`src/rtl/aes_req_arbiter.sv`:
```
// Two-requester round-robin front end for a single AES128 core: grants one
// operation at a time, launches the core, waits with a timeout and returns the result.
module aes_req_arbiter #(
  parameter int TIMEOUT_CYC = 63
) (
  input  logic         clk,
  input  logic         arst,
  input  logic         req0_valid,
  output logic         req0_ready,
  input  logic [127:0] req0_din,
  input  logic [127:0] req0_key,
  input  logic         req0_cipher,
  input  logic         req1_valid,
  output logic         req1_ready,
  input  logic [127:0] req1_din,
  input  logic [127:0] req1_key,
  input  logic         req1_cipher,
  output logic         rsp0_valid,
  input  logic         rsp0_ready,
  output logic [127:0] rsp0_dout,
  output logic         rsp0_err,
  output logic         rsp1_valid,
  input  logic         rsp1_ready,
  output logic [127:0] rsp1_dout,
  output logic         rsp1_err,
  output logic         core_start,
  output logic [127:0] core_din,
  output logic [127:0] core_key,
  output logic         core_cipher,
  input  logic [127:0] core_dout,
  input  logic         core_finish,
  output logic         busy
);

  typedef enum logic [1:0] {IDLE, LAUNCH, WAIT, RESP} state_t;

  localparam logic [8:0] TO_LAST = 9'(TIMEOUT_CYC);

  state_t       state_reg, state_next;
  logic         last_served_reg;
  logic         grant_reg, grant_next;
  logic [127:0] din_reg, key_reg, result_reg;
  logic         cipher_reg, err_reg;
  logic [7:0]   cnt_reg;

  logic [1:0]   req_valid, req_ready, rsp_ready, rsp_valid;
  logic         handshake, rsp_hs, timeout_hit;

  assign req_valid = {req1_valid, req0_valid};
  assign rsp_ready = {rsp1_ready, rsp0_ready};

  // Tie goes to whoever was not served last; a lone requester always wins.
  always_comb begin
    grant_next = 1'b0;
    if (req_valid == 2'b11) grant_next = ~last_served_reg;
    else if (req_valid[1])  grant_next = 1'b1;
  end

  for (genvar gi = 0; gi < 2; gi++) begin : g_port
    assign req_ready[gi] = !arst && (state_reg == IDLE) && req_valid[gi] && (grant_next == 1'(gi));
    assign rsp_valid[gi] = (state_reg == RESP) && (grant_reg == 1'(gi));
  end

  assign handshake   = |req_ready;
  assign rsp_hs      = |(rsp_valid & rsp_ready);
  // The count is compared post-increment so the response lands TIMEOUT_CYC+1 cycles after start.
  assign timeout_hit = (({1'b0, cnt_reg} + 9'd1) == TO_LAST);

  always_comb begin
    state_next = state_reg;
    case (state_reg)
      IDLE:    if (handshake) state_next = LAUNCH;
      LAUNCH:  state_next = WAIT;
      WAIT:    if (core_finish || timeout_hit) state_next = RESP;
      RESP:    if (rsp_hs) state_next = IDLE;
      default: state_next = IDLE;
    endcase
  end

  always_ff @(posedge clk) begin
    if (arst) begin
      state_reg       <= IDLE;
      last_served_reg <= 1'b1;
      grant_reg       <= 1'b0;
      din_reg         <= '0;
      key_reg         <= '0;
      cipher_reg      <= 1'b0;
      cnt_reg         <= '0;
      result_reg      <= '0;
      err_reg         <= 1'b0;
    end else begin
      state_reg <= state_next;
      if (handshake) begin
        grant_reg  <= grant_next;
        din_reg    <= grant_next ? req1_din    : req0_din;
        key_reg    <= grant_next ? req1_key    : req0_key;
        cipher_reg <= grant_next ? req1_cipher : req0_cipher;
      end
      if (state_reg == LAUNCH) begin
        cnt_reg <= '0;
      end else if (state_reg == WAIT) begin
        cnt_reg <= cnt_reg + 8'd1;
        // A finish arriving on the timeout cycle still delivers real data.
        if (core_finish) begin
          result_reg <= core_dout;
          err_reg    <= 1'b0;
        end else if (timeout_hit) begin
          result_reg <= '0;
          err_reg    <= 1'b1;
        end
      end
      if (rsp_hs) last_served_reg <= grant_reg;
    end
  end

  assign req0_ready  = req_ready[0];
  assign req1_ready  = req_ready[1];
  assign rsp0_valid  = rsp_valid[0];
  assign rsp1_valid  = rsp_valid[1];
  assign rsp0_dout   = result_reg;
  assign rsp1_dout   = result_reg;
  assign rsp0_err    = err_reg;
  assign rsp1_err    = err_reg;
  assign core_start  = (state_reg == LAUNCH);
  assign core_din    = din_reg;
  assign core_key    = key_reg;
  assign core_cipher = cipher_reg;
  assign busy        = (state_reg != IDLE);

endmodule

```
`config.mk`:
```
export PLATFORM = sky130hd
export DESIGN_NAME = aes_req_arbiter
export DESIGN_NICKNAME = d
export VERILOG_FILES = /design/src/rtl/aes_req_arbiter.sv
export SDC_FILE = /design/constraint.sdc
export NUM_CORES = 1
export LEC_CHECK = 0
export ABC_AREA = 1
export CAP_MARGIN = 20
export CORE_AREA = 3 3 450 452
export CTS_CLUSTER_DIAMETER = 100
export DETAILED_ROUTE_END_ITERATION = 12
export DIE_AREA = 0 0 453 455
export PLACE_DENSITY_LB_ADDON = 0.15
export SLEW_MARGIN = 30
export SYNTH_ARGS = -nofsm -noshare
export SYNTH_HDL_FRONTEND = slang
export SYNTH_SLANG_ARGS = --single-unit
```
`constraint.sdc`:
```
create_clock -name clk -period 2.5 [get_ports clk]
set_clock_uncertainty 0.1 [all_clocks]
set_input_delay 0.375 -clock clk [delete_from_list [all_inputs] [get_ports clk]]
set_output_delay 0.375 -clock clk [all_outputs]
set_load 0.03 [all_outputs]
```
==> flow_summary.yaml <==
outcome:
  status: "finished, final reports clean"
setup_path:
  critical_path.top_delay_family: "buffers and inverters"
  max_stage_delay_ns: 0.74
  setup.worst_path.start: "rsp0_dout[0]"
  endpoint_kind: "output port"
  worstPathRequired_ns: 2.03
  arrival_ns: 1.90
  critPathKind: "register to output port"
  startpoint_type: "register"
  path_cells: "clkdlybuf4s50_1"
  critical_path.max_fanout: 3
  r2r_start: "cnt_reg[1]"
  crit_buf_inv: 1
  r2r_end: "rsp0_dout[109]"
  slowest_stage: "clkdlybuf4s50_1"
  rrSetupSlack_ns: 0.28
  ff2ff_path_depth: 12
detailed_routing:
  vias: 20000
  vias_per_cell: 3.35
  wl_per_cell_um: 21.4
  wirelength_um: 128000
  drt_iter0_markers: 1006
  drt_pass1_iterations: 5
  ant_nets: 0
  drc_errors: 0
clock_network:
  clk_path_buf_depth: 3
  clock_latency_ns: 0.67
  cts_max_level: 2
  clk_pin_slew_ns: 0.06
  cts.sinks: 398
  cts_tree: "done"
  ctsRootBufferMaster: "clkbuf_16"
  cts_buffers: 61
timing:
  setup_ws_ns: 0.123
  fin_crit_sh: 0.951
  fin_tns_setup_ns: 0
  fmax_mhz: 421
  drv_slew: 0
  rsz0062_at_grt: "no"
  worstMarginPinSlew_ns: 0.742
  fin_crit_ns: 2.38
  finalHoldViolCount: 0
  slew_headroom: 0.505
  setup_viol: 0
yosys:
  synth_fa_ha_area_frac: 0.00494
  syn-cell-area_um2: 17700
  yosysWarnings: 0
  syn_area_per_cell_um2: 7.88
  syn_nets: 2909
  muxShareOfSynthArea: 0
  synth_top_area_frac: 0.449
  yosysTopAreaCell: "dfxtp_1"
  yosysUniqueCellTypes: 25
  synth_xor_xnor_area_share: 0
  synth_top_family_by_area: "compound AO/OA/AOI/OAI gates"
  synth_seq_area_share: 0.449
  syn_inst: 2253
  synthTopCellsByArea: "dfxtp_1 45%, nand2_1 12%, a31oi_1 9.1%"
  yosys.area_share.simple: 0.202
  synth_compound_area_frac: 0.227
  ys_seq_elements: 398
finish:
  nFillCells: 22400
  fin_nets: 3919
  drive_gt1_frac: 0.132
  area_growth_pct: 92.7
floorplanning:
  core_region_area_um2: 199000
  rows: 164
  die-height_um: 455
  ios: 1170
  fp.dieW_um: 453
  initial_utilization: 0.0891
  die_area_um2: 206000
pwr:
  power_frac_seq: 0.291
  p_int_mw: 17.5
  p_leak_nw: 11.9
  combPwrFrac: 0.405
  netSwitchingPower_mw: 11.5
  powerDensity_nw_per_um2: 848
  clockPowerShare: 0.304
  switching_share: 0.396
  irDropWorstVdd_mv: 0.547
grt:
  grt_pass1_wl_um: 170000
  grt_overflow: 0
  antenna_found_initial: 23
  grt_pass1_vias: 19800
  grt_max_degree: 129
  grt.total_usage: 0.117
min_path:
  whs_endpoint: "core_key[28]"
  hp-class: "input pin to register"
  min_from: "req0_key[28]"
  whs_path_depth: 3
place:
  dp_slack_ns: 0.139
  place_hpwl_um: 103000
  routabilityCongestion: 0.810
  portBuffers: 1169
flow_run:
  cap_violations: 0
==> power groups by stage <==
| stage | combinational, mW | sequential [mW] | clock (mW) |
|---|---|---|---|
| 2_1_floorplan | 4.09 | 10.5 | 0 |
| 3_3_place_gp | 12.0 | 8.55 | 0 |
| 3_5_place_dp | 12.0 | 8.55 | 0 |
| 4_1_cts | 12.0 | 8.45 | 9.30 |
| 5_1_grt | 12.6 | 8.59 | 9.48 |
| 6_report | 11.7 | 8.43 | 8.82 |
==> placed cells by master, fill, tap and decap left out, types with 8 or more instances in the layout <==
cell type        count
clkdlybuf4s50_1   1131
clkbuf_1            17
o21ai_0            263
a21oi_2            100
dlygate4sd2_1       24
a31oi_1            257
inv_1               18
dfxtp_1            396
buf_4               69
nand2_1            570
buf_12              46
clkbuf_16           61
clkbuf_8            14
nand2_2            104
nand3_1            140
diode_2              8
a21oi_1             35
nor2_1               9
==> area by class of cell <==
class,count,area (um^2),area share
Inverter,24,103,0.00300
Timing Repair Buffer,1276,13000,0.381
Multi-Input combinational cell,1502,7740,0.226
Clock inverter,18,219,0.00640
Clock buffer,92,1780,0.0521
Tap cell,2656,3320,0.0972
Sequential cell,398,7970,0.233
Antenna cell,8,20.0,0.000586
==> through the flow <==
| stage | utilization | hold slack (ns) | instance area (um^2) | std cells | power, mW |
|---|---|---|---|---|---|
| finish | 0.172 | 0.154 | 34200 | 5974 | 29.0 |
| global route | 0.172 | 0.103 | 34200 | 5971 | 30.6 |
| CTS | 0.171 | 0.0603 | 34200 | 5966 | 29.7 |
| detailed placement | 0.161 | 0.375 | 32100 | 5851 | 20.5 |
| global placement | 0.161 | 0.368 | 32100 | 5851 | 20.6 |
| floorplan | - | 0.329 | 17700 | 2253 | 14.6 |
==> worst max path at each step <==
stage                               end  slack [ns]  cells after the start
after floorplan            core_din[73]        0.57                     11
after global placement     state_reg[1]        0.14                     10
after detailed placement     req0_ready        0.14                      7
after CTS                 rsp1_dout[71]      0.0003                      1
after global routing         req1_ready        0.02                      8
final                      rsp0_dout[0]        0.12                      1
==> metal layers <==
metal | global-route usage | vias to the layer above | routed length (um)
li1 | - | 9632 | -
met1 | 0.131 | 9554 | 49100
met2 | 0.219 | 687 | 68100
met3 | 0.0331 | 133 | 8440
met4 | 0.0250 | 8 | 2380
met5 | 0 | - | 55
==> synth_stat cells, drive strengths merged <==
library cell	count
nand2	676
dfxtp	398
o21ai	263
a31oi	257
buf	202
nand3	141
a21oi	135
clkbuf	127
inv	22
nor2	16
ha	7
o211ai	3
clkinv	2
o21bai	2
and2	1
o31ai	1
==> repair_timing <==
| item | in CTS | in global routing |
|---|---|---|
| hold buffers | 2 | 0 |
| pin swaps | 3 | 1 |
| cloned | 0 | 0 |
| hold endpoints to repair | 9 | 0 |
| endpoints found under the setup margin | 29 | 2 |
| gates resized for setup | 43 | 3 |
| buffers inserted | 3 | 0 |
==> kinds of logic after synthesis <==
| kind of cell | Yosys count |
|---|---|
| simple gates | 834 |
| compound gates | 661 |
| fa+ha+maj | 7 |
| buf+inv | 353 |
| flops | 398 |
(Power assumes the default switching activity.)
